<file path="config.mk">
export PLATFORM = sky130hd
export DESIGN_NAME = hyperbus_trans_arbiter
export DESIGN_NICKNAME = d
export VERILOG_FILES = /design/src/rtl/hyperbus_trans_arbiter.sv
export SDC_FILE = /design/constraint.sdc
export NUM_CORES = 1
export LEC_CHECK = 0
export BUFFER_PORTS_ARGS = -buffer_cell sky130_fd_sc_hd__buf_2
export CORE_ASPECT_RATIO = 0.9
export CORE_MARGIN = 5
export CORE_UTILIZATION = 28
export DETAILED_ROUTE_END_ITERATION = 6
export HOLD_SLACK_MARGIN = 0.03
export SYNTH_ARGS = -nofsm -noshare
export SYNTH_HDL_FRONTEND = slang
export SYNTH_SLANG_ARGS = --single-unit
</file>
<file path="constraint.sdc">
create_clock -name clk_i -period 4.1 [get_ports clk_i]
set_input_delay 1.23 -clock clk_i [delete_from_list [all_inputs] [get_ports clk_i]]
set_output_delay 1.23 -clock clk_i [all_outputs]
set_load 0.05 [all_outputs]
</file>
<file path="src/rtl/hyperbus_trans_arbiter.sv">
// Round-robin arbiter sharing one HyperBus PHY transaction port (trans/tx/rx)
// between NR_REQ requesters; the grant is held until the last beat or a PHY error.
module hyperbus_trans_arbiter #(
  parameter int NR_REQ      = 2,
  parameter int NR_CS       = 2,
  parameter int BURST_WIDTH = 12
) (
  input  logic                          clk_i,
  input  logic                          rst_ni,
  input  logic [NR_REQ-1:0]             req_valid_i,
  output logic [NR_REQ-1:0]             req_ready_o,
  input  logic [NR_REQ*32-1:0]          req_address_i,
  input  logic [NR_REQ*NR_CS-1:0]       req_cs_i,
  input  logic [NR_REQ-1:0]             req_write_i,
  input  logic [NR_REQ*BURST_WIDTH-1:0] req_burst_i,
  input  logic [NR_REQ-1:0]             req_address_space_i,
  input  logic [NR_REQ-1:0]             req_tx_valid_i,
  output logic [NR_REQ-1:0]             req_tx_ready_o,
  input  logic [NR_REQ*16-1:0]          req_tx_data_i,
  input  logic [NR_REQ*2-1:0]           req_tx_strb_i,
  output logic [NR_REQ-1:0]             req_rx_valid_o,
  input  logic [NR_REQ-1:0]             req_rx_ready_i,
  output logic [15:0]                   req_rx_data_o,
  output logic [NR_REQ-1:0]             req_error_o,
  output logic                          trans_valid_o,
  input  logic                          trans_ready_i,
  output logic [31:0]                   trans_address_o,
  output logic [NR_CS-1:0]              trans_cs_o,
  output logic                          trans_write_o,
  output logic [BURST_WIDTH-1:0]        trans_burst_o,
  output logic                          trans_address_space_o,
  input  logic                          trans_error_i,
  output logic                          tx_valid_o,
  input  logic                          tx_ready_i,
  output logic [15:0]                   tx_data_o,
  output logic [1:0]                    tx_strb_o,
  input  logic                          rx_valid_i,
  output logic                          rx_ready_o,
  input  logic [15:0]                   rx_data_i
);

  localparam int IDX_W = (NR_REQ > 1) ? $clog2(NR_REQ) : 1;

  typedef enum logic [1:0] {IDLE, ISSUE, DATA} state_e;

  state_e                 state_q, state_d;
  logic [IDX_W-1:0]       g_q, g_d;
  logic [IDX_W-1:0]       rr_ptr_q, rr_ptr_d;
  logic [BURST_WIDTH-1:0] beats_left_q, beats_left_d;

  logic [31:0]            addr_p0;
  logic [NR_CS-1:0]       cs_p0;
  logic                   write_p0;
  logic [BURST_WIDTH-1:0] burst_p0;
  logic                   aspace_p0;

  logic                   sel_found;
  logic [IDX_W-1:0]       sel_idx;
  int                     idx;
  logic                   beat;

  function automatic logic [IDX_W-1:0] next_idx(input logic [IDX_W-1:0] v);
    return (int'(v) == NR_REQ - 1) ? '0 : v + 1'b1;
  endfunction

  // Register writes move exactly one beat; a zero burst still moves one beat.
  function automatic logic [BURST_WIDTH-1:0] load_beats(input logic aspace, input logic wr,
                                                        input logic [BURST_WIDTH-1:0] burst);
    if (aspace && wr) return BURST_WIDTH'(1);
    if (burst == '0)  return BURST_WIDTH'(1);
    return burst;
  endfunction

  always_comb begin
    sel_found = 1'b0;
    sel_idx   = rr_ptr_q;
    idx       = 0;
    for (int i = 0; i < NR_REQ; i++) begin
      idx = int'(rr_ptr_q) + i;
      if (idx >= NR_REQ) idx = idx - NR_REQ;
      if (!sel_found && req_valid_i[idx]) begin
        sel_found = 1'b1;
        sel_idx   = IDX_W'(idx);
      end
    end
  end

  // ---- stage p0: capture of the selected requester's transaction fields ----
  always_ff @(posedge clk_i) begin
    if (state_q == IDLE && sel_found) begin
      addr_p0   <= req_address_i[int'(sel_idx)*32 +: 32];
      cs_p0     <= req_cs_i[int'(sel_idx)*NR_CS +: NR_CS];
      write_p0  <= req_write_i[sel_idx];
      burst_p0  <= req_burst_i[int'(sel_idx)*BURST_WIDTH +: BURST_WIDTH];
      aspace_p0 <= req_address_space_i[sel_idx];
    end
  end

  always_ff @(posedge clk_i or negedge rst_ni) begin
    if (!rst_ni) begin
      state_q      <= IDLE;
      g_q          <= '0;
      rr_ptr_q     <= '0;
      beats_left_q <= '0;
    end else begin
      state_q      <= state_d;
      g_q          <= g_d;
      rr_ptr_q     <= rr_ptr_d;
      beats_left_q <= beats_left_d;
    end
  end

  always_comb begin
    state_d               = state_q;
    g_d                   = g_q;
    rr_ptr_d              = rr_ptr_q;
    beats_left_d          = beats_left_q;
    beat                  = 1'b0;
    req_ready_o           = '0;
    req_tx_ready_o        = '0;
    req_rx_valid_o        = '0;
    req_rx_data_o         = '0;
    req_error_o           = '0;
    trans_valid_o         = 1'b0;
    trans_address_o       = '0;
    trans_cs_o            = '0;
    trans_write_o         = 1'b0;
    trans_burst_o         = '0;
    trans_address_space_o = 1'b0;
    tx_valid_o            = 1'b0;
    tx_data_o             = '0;
    tx_strb_o             = '0;
    rx_ready_o            = 1'b0;

    case (state_q)
      IDLE: begin
        if (sel_found) begin
          g_d     = sel_idx;
          state_d = ISSUE;
        end
      end
      ISSUE: begin
        trans_valid_o         = 1'b1;
        trans_address_o       = addr_p0;
        trans_cs_o            = cs_p0;
        trans_write_o         = write_p0;
        trans_burst_o         = burst_p0;
        trans_address_space_o = aspace_p0;
        if (trans_error_i) begin
          req_error_o[g_q] = 1'b1;
          rr_ptr_d         = next_idx(g_q);
          state_d          = IDLE;
        end else if (trans_ready_i) begin
          req_ready_o[g_q] = 1'b1;
          beats_left_d     = load_beats(aspace_p0, write_p0, burst_p0);
          state_d          = DATA;
        end
      end
      DATA: begin
        // An error cycle leaves every data handshake deasserted.
        if (trans_error_i) begin
          req_error_o[g_q] = 1'b1;
          rr_ptr_d         = next_idx(g_q);
          state_d          = IDLE;
        end else begin
          tx_valid_o          = req_tx_valid_i[g_q];
          req_tx_ready_o[g_q] = tx_ready_i;
          tx_data_o           = req_tx_data_i[int'(g_q)*16 +: 16];
          tx_strb_o           = req_tx_strb_i[int'(g_q)*2 +: 2];
          rx_ready_o          = req_rx_ready_i[g_q];
          req_rx_valid_o[g_q] = rx_valid_i;
          req_rx_data_o       = rx_data_i;
          beat = write_p0 ? (req_tx_valid_i[g_q] && tx_ready_i)
                          : (rx_valid_i && req_rx_ready_i[g_q]);
          if (beat) begin
            if (beats_left_q <= BURST_WIDTH'(1)) begin
              beats_left_d = '0;
              rr_ptr_d     = next_idx(g_q);
              state_d      = IDLE;
            end else begin
              beats_left_d = beats_left_q - 1'b1;
            end
          end
        end
      end
      default: state_d = IDLE;
    endcase
  end

endmodule

</file>
# Word level (Yosys, flattened, before mapping)
# Cells that the tools add are included.
# Widths: inputs -> output; s select.
dict set report totals {
  rom_bits 0
  input_bits 160
  latch_bits 0
  mem_count 0
  out_inout_bits 93
  elab_cells 136
  ramBits 0
  register_bits 64
}
dict set report classes {
  n_reduce_logical 15
  muxes 80
  mul 1
  add_sub_neg 5
  bitwise 2
  shift 5
  n_lt_le_gt_ge 8
  n_eq_ne 11
  div_mod_pow 0
}
# operator n
set op_table {}
lappend op_table {{$mux 12} 10}
lappend op_table {{$mux 32} 3}
lappend op_table {{$lt 32x3->1 const B} 2}
lappend op_table {{$mux 16} 4}
lappend op_table {{$shiftx 64x7->32} 1}
lappend op_table {{$mux 1} 41}
lappend op_table {{$mux 2} 18}
lappend op_table {{$shiftx 32x6->16} 1}
lappend op_table {{$pmux 12 s2} 1}
lappend op_table {{$shiftx 24x6->12} 1}
lappend op_table {{$le 12x1->1 const B} 1}
lappend op_table {{$logic_not 12->1} 1}
lappend op_table {{$ne 2x2->1 const B} 6}
lappend op_table {{$sub 12x1->12 const B} 1}
lappend op_table {{$ne 3x3->1 const B} 3}
lappend op_table {{$reduce_and 4->1} 2}
lappend op_table {{$shiftx 4x3->2} 2}
lappend op_table {{$logic_and 1x1->1} 6}
lappend op_table {{$pmux 2 s3} 1}
lappend op_table {{$reduce_and 5->1} 1}
lappend op_table {{$and 2x2->2} 2}
lappend op_table {{$lt 1x2->1 const B} 2}
lappend op_table {{$mul 1x2->3 const B} 1}
lappend op_table {{$sub 1x2->3 const B} 1}
lappend op_table {{other kinds (15)} 15}

# Longest topological paths before layout
# Gate-level depths: netlist of the first run.
dict set report depth {
  ltp_word 14
  depth_mapped 8
  ltp_nobuf 7
}

# Least setup slack after synthesis of the first run
# OpenSTA, ideal clock, no wires.
dict set report synth_path {
  path_type {input -> register}
  start {input port req_valid_i[0]}
  end {register addr_p0[0] (enable)}
  cell_stages 2
  setup_slack_ns 0.219
  n_path_buf 0
  setup_ns 0.459
  arrival_time_ns 3.422
  cell_sequence {nor2_1 nor2b_1}
}
dict set report synth_via {
  elab_chain_cells 8
  elab_cells_between_ends 11
}
# element line
set synth_lines {}
lappend synth_lines {{from (decl)} 10} ;# input logic [NR_REQ-1:0] req_valid_i,
lappend synth_lines {{$mux 1 (not written as such) (3 in a row)} 81} ;# if (!sel_found && req_valid_i[idx]) begin
lappend synth_lines {{$mux 1} 81}
lappend synth_lines {{$logic_not 1->1} 81}
lappend synth_lines {{$logic_and 1x1->1} 81}
lappend synth_lines {{$mux 1 (*)} 81}
lappend synth_lines {{$logic_and 1x1->1 (*)} 90} ;# if (state_q == IDLE && sel_found) begin
lappend synth_lines {{to (signal assigned)} 91} ;# addr_p0 <= req_address_i[int'(sel_idx)*32 +: 32];
lappend synth_lines {{to (decl)} 51} ;# logic [31:0] addr_p0;
# Every way passes the cells marked *; elsewhere a longest branch is shown, timed or not. The select of a mux whose other input is x is not followed.
# A chain may end at the register's enable or synchronous reset.

# Final worst setup path of the first run
dict set report layout_path {
  start {input port trans_error_i}
  end {output port tx_data_o[9]}
}
dict set report layout_via {
  elab_chain_cells 2
}
# element line
set layout_lines {}
lappend layout_lines {{from (decl)} 32} ;# input logic trans_error_i,
lappend layout_lines {{$mux 16} 161} ;# if (trans_error_i) begin
lappend layout_lines {{$mux 16} 135} ;# case (state_q)
lappend layout_lines {{to (decl)} 35} ;# output logic [15:0] tx_data_o,
# Every way passes these cells.

==> run metrics, run 1 <==
outcome finished clean; Sink Count 64; Worst path slowest cell nand2b_1; worst vdd ir 0.3088 mV; Hold Crit Class flip-flop to flip-flop; compound-gate portion of the synthesized area 9.753%; Final Cycle Share 88.16%; Syn Area/Cell between 10 and 15 sq um; RSZ-0062 raised after global routing false; post-route setup TNS 0 ns; slew margin rel. 38.53%; Routed Antenna Nets 0; Power Density 767.9 nW/um^2; Core ar. 13950 sq um; Setup Slack @ Placement 0.4657 ns; top post-synthesis cells by area edfxtp_1 (36%), mux2_2 (11%), and2_1 (10%); dpl hpwl 10.14 mm; CP required 2.87 ns; Worst Tran Pin Value 0.9221 ns; total gr overflow 0; Synth top cells by count and2_1 (65), edfxtp_1 (48), mux2_2 (39); Via Count 3747; Most used DFF post-synth edfxtp_1; Final #Nets 775; nature of the critical path startpoint primary input; RD Place Congestion approximately 0.84; H-tree levels 3; post-synth net total 527; Worst Setup End Kind output pin; CTS tree done; Post-Layout Cell Count 808; Post-CTS Setup Inserts 0; synthesized area between 3000 and 4000 sq um; initial antenna violation count 0; post-synthesis async set-or-reset flop share roughly a quarter; CP arrival 2.38 ns; Chip Height 122.7 microns; n_diodes 0; post-cts gate resize count 0; Seq/Total Area, Yosys 46.61%; Final setup viols 0; number of synthesized flops with an enable pin between 40 and 50; Die ar. ~17000 sq um; PortBufs 252; Pleak 2.758 nW; mux cell area share after synthesis 18.75%; vias per cell 4.637; Inserted Clock Buffers 9; fin. max-slew vios 0; clk_lat worst skew between 0.3 and 0.4 ns; Synth cell types approximately 50; first-pass GRT wire length 19.59 mm; dpl cell area ~5400 sq um; simple-gate area share of the yosys netlist between 20 and 25%; Synth top area share 36.48%; Placed Cells 792; CTS max path bufs 2; vias in the first global route 3879; Mapped Cells between 300 and 400; Post-Synth Adder-Cell Area 1.583%; post-synth top area cell edfxtp_1; std cell rows 41; CP Class primary input to output pin; mean routed wirelength per cell 15.97 microns; drt drc 0; root buffer cell clkbuf_16; achievable frequency between 0.2 and 0.3 GHz; max incr delay on CP 0.33 ns; most common cell in the netlist and2_1; clk_skew between 0.005 and 0.006 ns; Die Wd 135.2 microns; Overall Global Routing Usage 15.11%; Max FO, Critical Path 13; Pre-antenna DRT Iters 4; Core Util, Final about two fifths; Routed Wire Length 12.90 mm; xor/xnor share of the synthesized area 0%; final hold vios 0; I/O pin count between 200 and 300; R2R setup slack 1.56 ns; max_cap viols 0; area grow syn2layout 43.79%; Synth Warn # 0; setup ws final roughly 0.49 ns; Initial Utilization between 20 and 30%; largest net degree at the start of global routing 52; largest family of logic cells by synthesized area simple AND/OR/NAND/NOR gates; DR iter-0 viols 103; #FFs+latches synth 64; crit-path cells buf_2 -> nand2b_1 -> buf_4 -> nor2_1 -> buf_2; share of layout cells above drive strength 1 52.20%; Layout Cell Area excl Fill 5682 sq um; Period minus WS final 3.615 ns; Clock Pin Slew Worst Setup and Hold Paths roughly 0.05 ns; Post-CTS Hold Buffers 0; crit-path most repeated cell buf_2
==> logic make-up after synthesis <==
| family | Yosys count |
|---|---|
| DFF | 64 |
| muxes | 68 |
| AOI/OAI and AO/OA | 51 |
| adders and majority gates | 5 |
| buffers and inverters | 28 |
| and+or+nand+nor | 146 |
==> flip-flops by register name (all words and copies together) (netlist names) <==
| signal | cells |
|---|---|
| burst_p0 | 12 |
| rr_ptr_q | 1 |
| state_q | 2 |
| cs_p0 | 2 |
| write_p0 | 1 |
| aspace_p0 | 1 |
| beats_left_q | 12 |
| addr_p0 | 32 |
| g_q | 1 |
==> metal layers <==
layer,up-vias,track usage (%),routed length [microns]
li1,1808,-,-
met1,1728,17.51,5152
met2,199,26.71,6215
met3,12,4.877,1365
met4,0,4.534,167
met5,-,0,0
==> placed cells by master (no fill, tap or decap), drive strengths merged, types with 2 or more instances in the layout <==
| master | count |
|---|---|
| mux2i | 20 |
| o2bb2ai | 4 |
| a21boi | 2 |
| and2 | 65 |
| a21oi | 7 |
| o21ai | 12 |
| nand2 | 13 |
| nor4 | 2 |
| and3 | 5 |
| clkbuf | 10 |
| a32oi | 3 |
| clkinvlp | 3 |
| nor2 | 35 |
| a31oi | 3 |
| inv | 7 |
| a22o | 3 |
| nand3 | 4 |
| dfrtp | 16 |
| buf | 258 |
| edfxtp | 48 |
| a32o | 5 |
| nor2b | 3 |
| clkinv | 3 |
| mux2 | 48 |
| or2 | 3 |
| o32a | 3 |
| ha | 5 |
| nor3 | 11 |
==> path summary, 6_finish.rpt <==
check,from,endpoint,depth (start not counted)
worst max-delay path,trans_error_i,tx_data_o[9],5
worst min-delay path,beats_left_q[9],beats_left_q[9],1
worst max register to register,g_q,beats_left_q[5],5
worst min register to register,beats_left_q[9],beats_left_q[9],1
max in group asynchronous,rst_ni,g_q,1
min in group asynchronous,rst_ni,beats_left_q[2],1
==> area by class of cell <==
type | count | area [sq um]
Clock buffer | 10 | 229.0
Clock inverter | 6 | 36.28
Fill cell | 1409 | 8272
Inverter | 7 | 26.28
Multi-Input combinational cell | 270 | 2001
Sequential cell | 64 | 1842
Tap cell | 193 | 241.5
Timing Repair Buffer | 258 | 1306
==> report_power, final <==
part	leakage [nW]	internal (W)	switching, W
Sequential	0.657	0.00102	0.000178
Clock	0.122	0.000404	0.000282
Combinational	1.98	0.000757	0.00172
==> critical path, delay by kind of cell <==
kind | cells | cell delay (ns)
buf+inv | 3 | 0.70
simple gates | 2 | 0.45
==> through the flow <==
stage	hold slack [ns]	total power (W)
floorplan	0.4798	0.003095
global placement	0.5095	0.003691
detailed placement	0.5074	0.003716
CTS	0.5192	0.004419
global route	0.5466	0.004632
finish	0.5183	0.004363
(Power assumes the default switching activity.)
==> run 2: changes to the inputs <==
--- a/config.mk
+++ b/config.mk
@@ -6,11 +6,14 @@
 export NUM_CORES = 1
 export LEC_CHECK = 0
 export BUFFER_PORTS_ARGS = -buffer_cell sky130_fd_sc_hd__buf_2
+export CELL_PAD_IN_SITES_DETAIL_PLACEMENT = 1
+export CELL_PAD_IN_SITES_GLOBAL_PLACEMENT = 2
 export CORE_ASPECT_RATIO = 0.9
 export CORE_MARGIN = 5
-export CORE_UTILIZATION = 28
+export CORE_UTILIZATION = 24
 export DETAILED_ROUTE_END_ITERATION = 6
 export HOLD_SLACK_MARGIN = 0.03
+export PLACE_DENSITY_LB_ADDON = 0.1
 export SYNTH_ARGS = -nofsm -noshare
 export SYNTH_HDL_FRONTEND = slang
 export SYNTH_SLANG_ARGS = --single-unit
==> run metrics, run 2 (synthesized netlist as in run 1, its figures left out) <==
CTS max path bufs 2 (unchanged); Largest register FFs 32 (unchanged); PortBufs 252 (unchanged); RR Startpoint g_q (unchanged); Routed Wire Length 14.39 mm (was 12.90 mm); Top Registers addr_p0: 32 flops, beats_left_q: 12 flops, burst_p0: 12 flops (unchanged); Hold Startpoint beats_left_q[9] (unchanged); WHS Path Cells 1 (unchanged); Worst Tran Pin Value 1.028 ns (was 0.9221 ns); dpl hpwl 11.61 mm (was 10.14 mm); Post-CTS Setup Inserts 0 (unchanged); area grow syn2layout 45.73% (was 43.79%); Clock Pin Slew Worst Setup and Hold Paths 0.06 ns (was 0.05 ns); initial antenna violation count 1 (was 0); Overall Global Routing Usage 14.75% (was 15.11%); crit-path most repeated cell inv_1 (was buf_2); mean routed wirelength per cell 17.50 microns (was 15.97 microns); post-route setup TNS 0 ns (unchanged); CP arrival 2.23 ns (was 2.38 ns); clk_lat worst skew 0.33 ns (about the same); outcome finished clean (unchanged); Initial Utilization 24.50% (was 28.32%); RD Place Congestion 0.7568 (was 0.8416); Core Util, Final 35.70% (was 40.72%); Period minus WS final 3.456 ns (was 3.615 ns); Final setup viols 0 (unchanged); post-cts gate resize count 0 (unchanged); Core ar. 16130 sq um (was 13950 sq um); final hold vios 0 (unchanged); n_diodes 0 (unchanged); fin. max-slew vios 0 (unchanged); register area 1842 sq um (unchanged); CTS tree done (unchanged); Die ar. 19130 sq um (was 16590 sq um); reg2reg path depth 5 (unchanged); Worst path slowest cell ha_1 (was nand2b_1); Via Count 3722 (was 3747); Die Wd 145.3 microns (was 135.2 microns); nature of the critical path startpoint flip-flop (was primary input); max_cap viols 0 (unchanged); Pleak 2.795 nW (was 2.758 nW); r2r endpoint beats_left_q[5] (unchanged); Pre-antenna DRT Iters 4 (unchanged); Sink Count 64 (unchanged); Post-CTS Hold Buffers 0 (unchanged); area of the multi-input gates 2001 sq um (unchanged); Biggest register addr_p0 (unchanged); Worst Setup End Kind output pin (unchanged); worst vdd ir 0.3199 mV (was 0.3088 mV); Inserted Clock Buffers 9 (unchanged); Hold Path Sink beats_left_q[9] (unchanged); drt drc 0 (unchanged); Power Density 788.0 nW/um^2 (was 767.9 nW/um^2); achievable frequency 0.2893 GHz (was 0.2767 GHz); Final Cycle Share 84.30% (was 88.16%); Final #Nets 775 (unchanged); crit-path cells inv_1 -> ha_1 -> inv_1 -> nor2_1 -> and3_1 -> buf_2 (was buf_2 -> nand2b_1 -> buf_4 -> nor2_1 -> buf_2); root buffer cell clkbuf_16 (unchanged); largest net degree at the start of global routing 34 (was 52); max incr delay on CP 0.51 ns (was 0.33 ns); total gr overflow 0 (unchanged); I/O pin count 253 (unchanged); most frequent cells in the layout buf_2 (252), and2_1 (65), edfxtp_1 (48) (unchanged); DR iter-0 viols 134 (was 103); Chip Height 131.7 microns (was 122.7 microns); H-tree levels 3 (unchanged); Hold Crit Class flip-flop to flip-flop (unchanged); RSZ-0062 raised after global routing false (unchanged); share of layout cells above drive strength 1 52.20% (unchanged); vias in the first global route 4089 (was 3879); vias per cell 4.528 (was 4.637); first-pass GRT wire length 22.75 mm (was 19.59 mm); fillers 1902 (was 1409); Max FO, Critical Path 19 (was 13); CP Class flip-flop to output pin (was primary input to output pin); std cell rows 44 (was 41); clk_skew 0.009043 ns (was 0.005415 ns); slew margin rel. 31.48% (was 38.53%); CP required 2.87 ns (about the same); R2R setup slack 1.59 ns (was 1.56 ns); Routed Antenna Nets 0 (unchanged); commonest non-fill, non-tap cell in the layout buf_2 (unchanged)
==> run 2: changes by cell type in the layout (fill, tap and decap cells not counted), sizes merged <==
cell      change
bufinv        +2
clkinvlp      -3
inv           +1
==> run 2: critical path: cells and delay by family, from the launching register on <==
| kind | cells | cell delay [ns] |
|---|---|---|
| buffers and inverters | 3 | 0.55 |
| AND/OR/NAND/NOR | 2 | 0.44 |
| flip-flops | 1 | 0.40 |
| adder cells (fa/ha/maj) | 1 | 0.51 |
==> run 2: worst max path at each step <==
stage | slack, ns | startpoint | to | depth (start not counted)
2_1_floorplan | 0.22 | req_valid_i[0] | addr_p0[0] | 2
3_3_place_gp | 0.67 | trans_error_i | req_rx_valid_o[0] | 5
3_5_place_dp | 0.67 | trans_error_i | req_rx_valid_o[0] | 5
4_1_cts | 0.53 | state_q[1] | req_ready_o[1] | 6
5_1_grt | 0.39 | state_q[1] | req_ready_o[1] | 6
6_report | 0.64 | state_q[1] | req_ready_o[1] | 6
==> run 2: metrics by stage <==
step	instance area [sq um]	total power, W	hold WS (ns)	worst slack, ns	instances
floorplan	3951	0.003095	0.4798	0.2191	362
global placement	5446	0.003753	0.5037	0.6747	806
detailed placement	5446	0.003784	0.5088	0.6691	806
CTS	5758	0.004633	0.5269	0.5301	822
global route	5758	0.004835	0.5531	0.3874	822
finish	5758	0.004538	0.5235	0.6435	822
==> run 2: cell type report <==
cell class              instances  share of cell area [%]
flip-flops and latches         64                   31.99
multi-input cells             270                   34.75
well taps                     207                   4.498
clock inverters                 6                   1.434
repair buffers                258                   22.90
inverters                       7                  0.4563
clock buffers                  10                   3.977
==> run 2: power breakdown <==
| part | switching (W) | total (W) | internal (W) | leakage [nW] |
|---|---|---|---|---|
| combinational | 0.00176 | 0.00253 | 0.000767 | 1.98 |
| sequential | 0.000176 | 0.00119 | 0.00102 | 0.657 |
| clock | 0.000288 | 0.000818 | 0.000530 | 0.154 |
| total | 0.00222 | 0.00454 | 0.00231 | 2.79 |
==> run 2: per-layer routing <==
metal | wire length, microns | global-route usage, % | up-vias
met5 | 13 | 0 | -
met4 | 139 | 3.109 | 2
met3 | 1054 | 5.475 | 13
met2 | 7314 | 26.38 | 137
met1 | 5863 | 16.86 | 1763
li1 | - | - | 1807
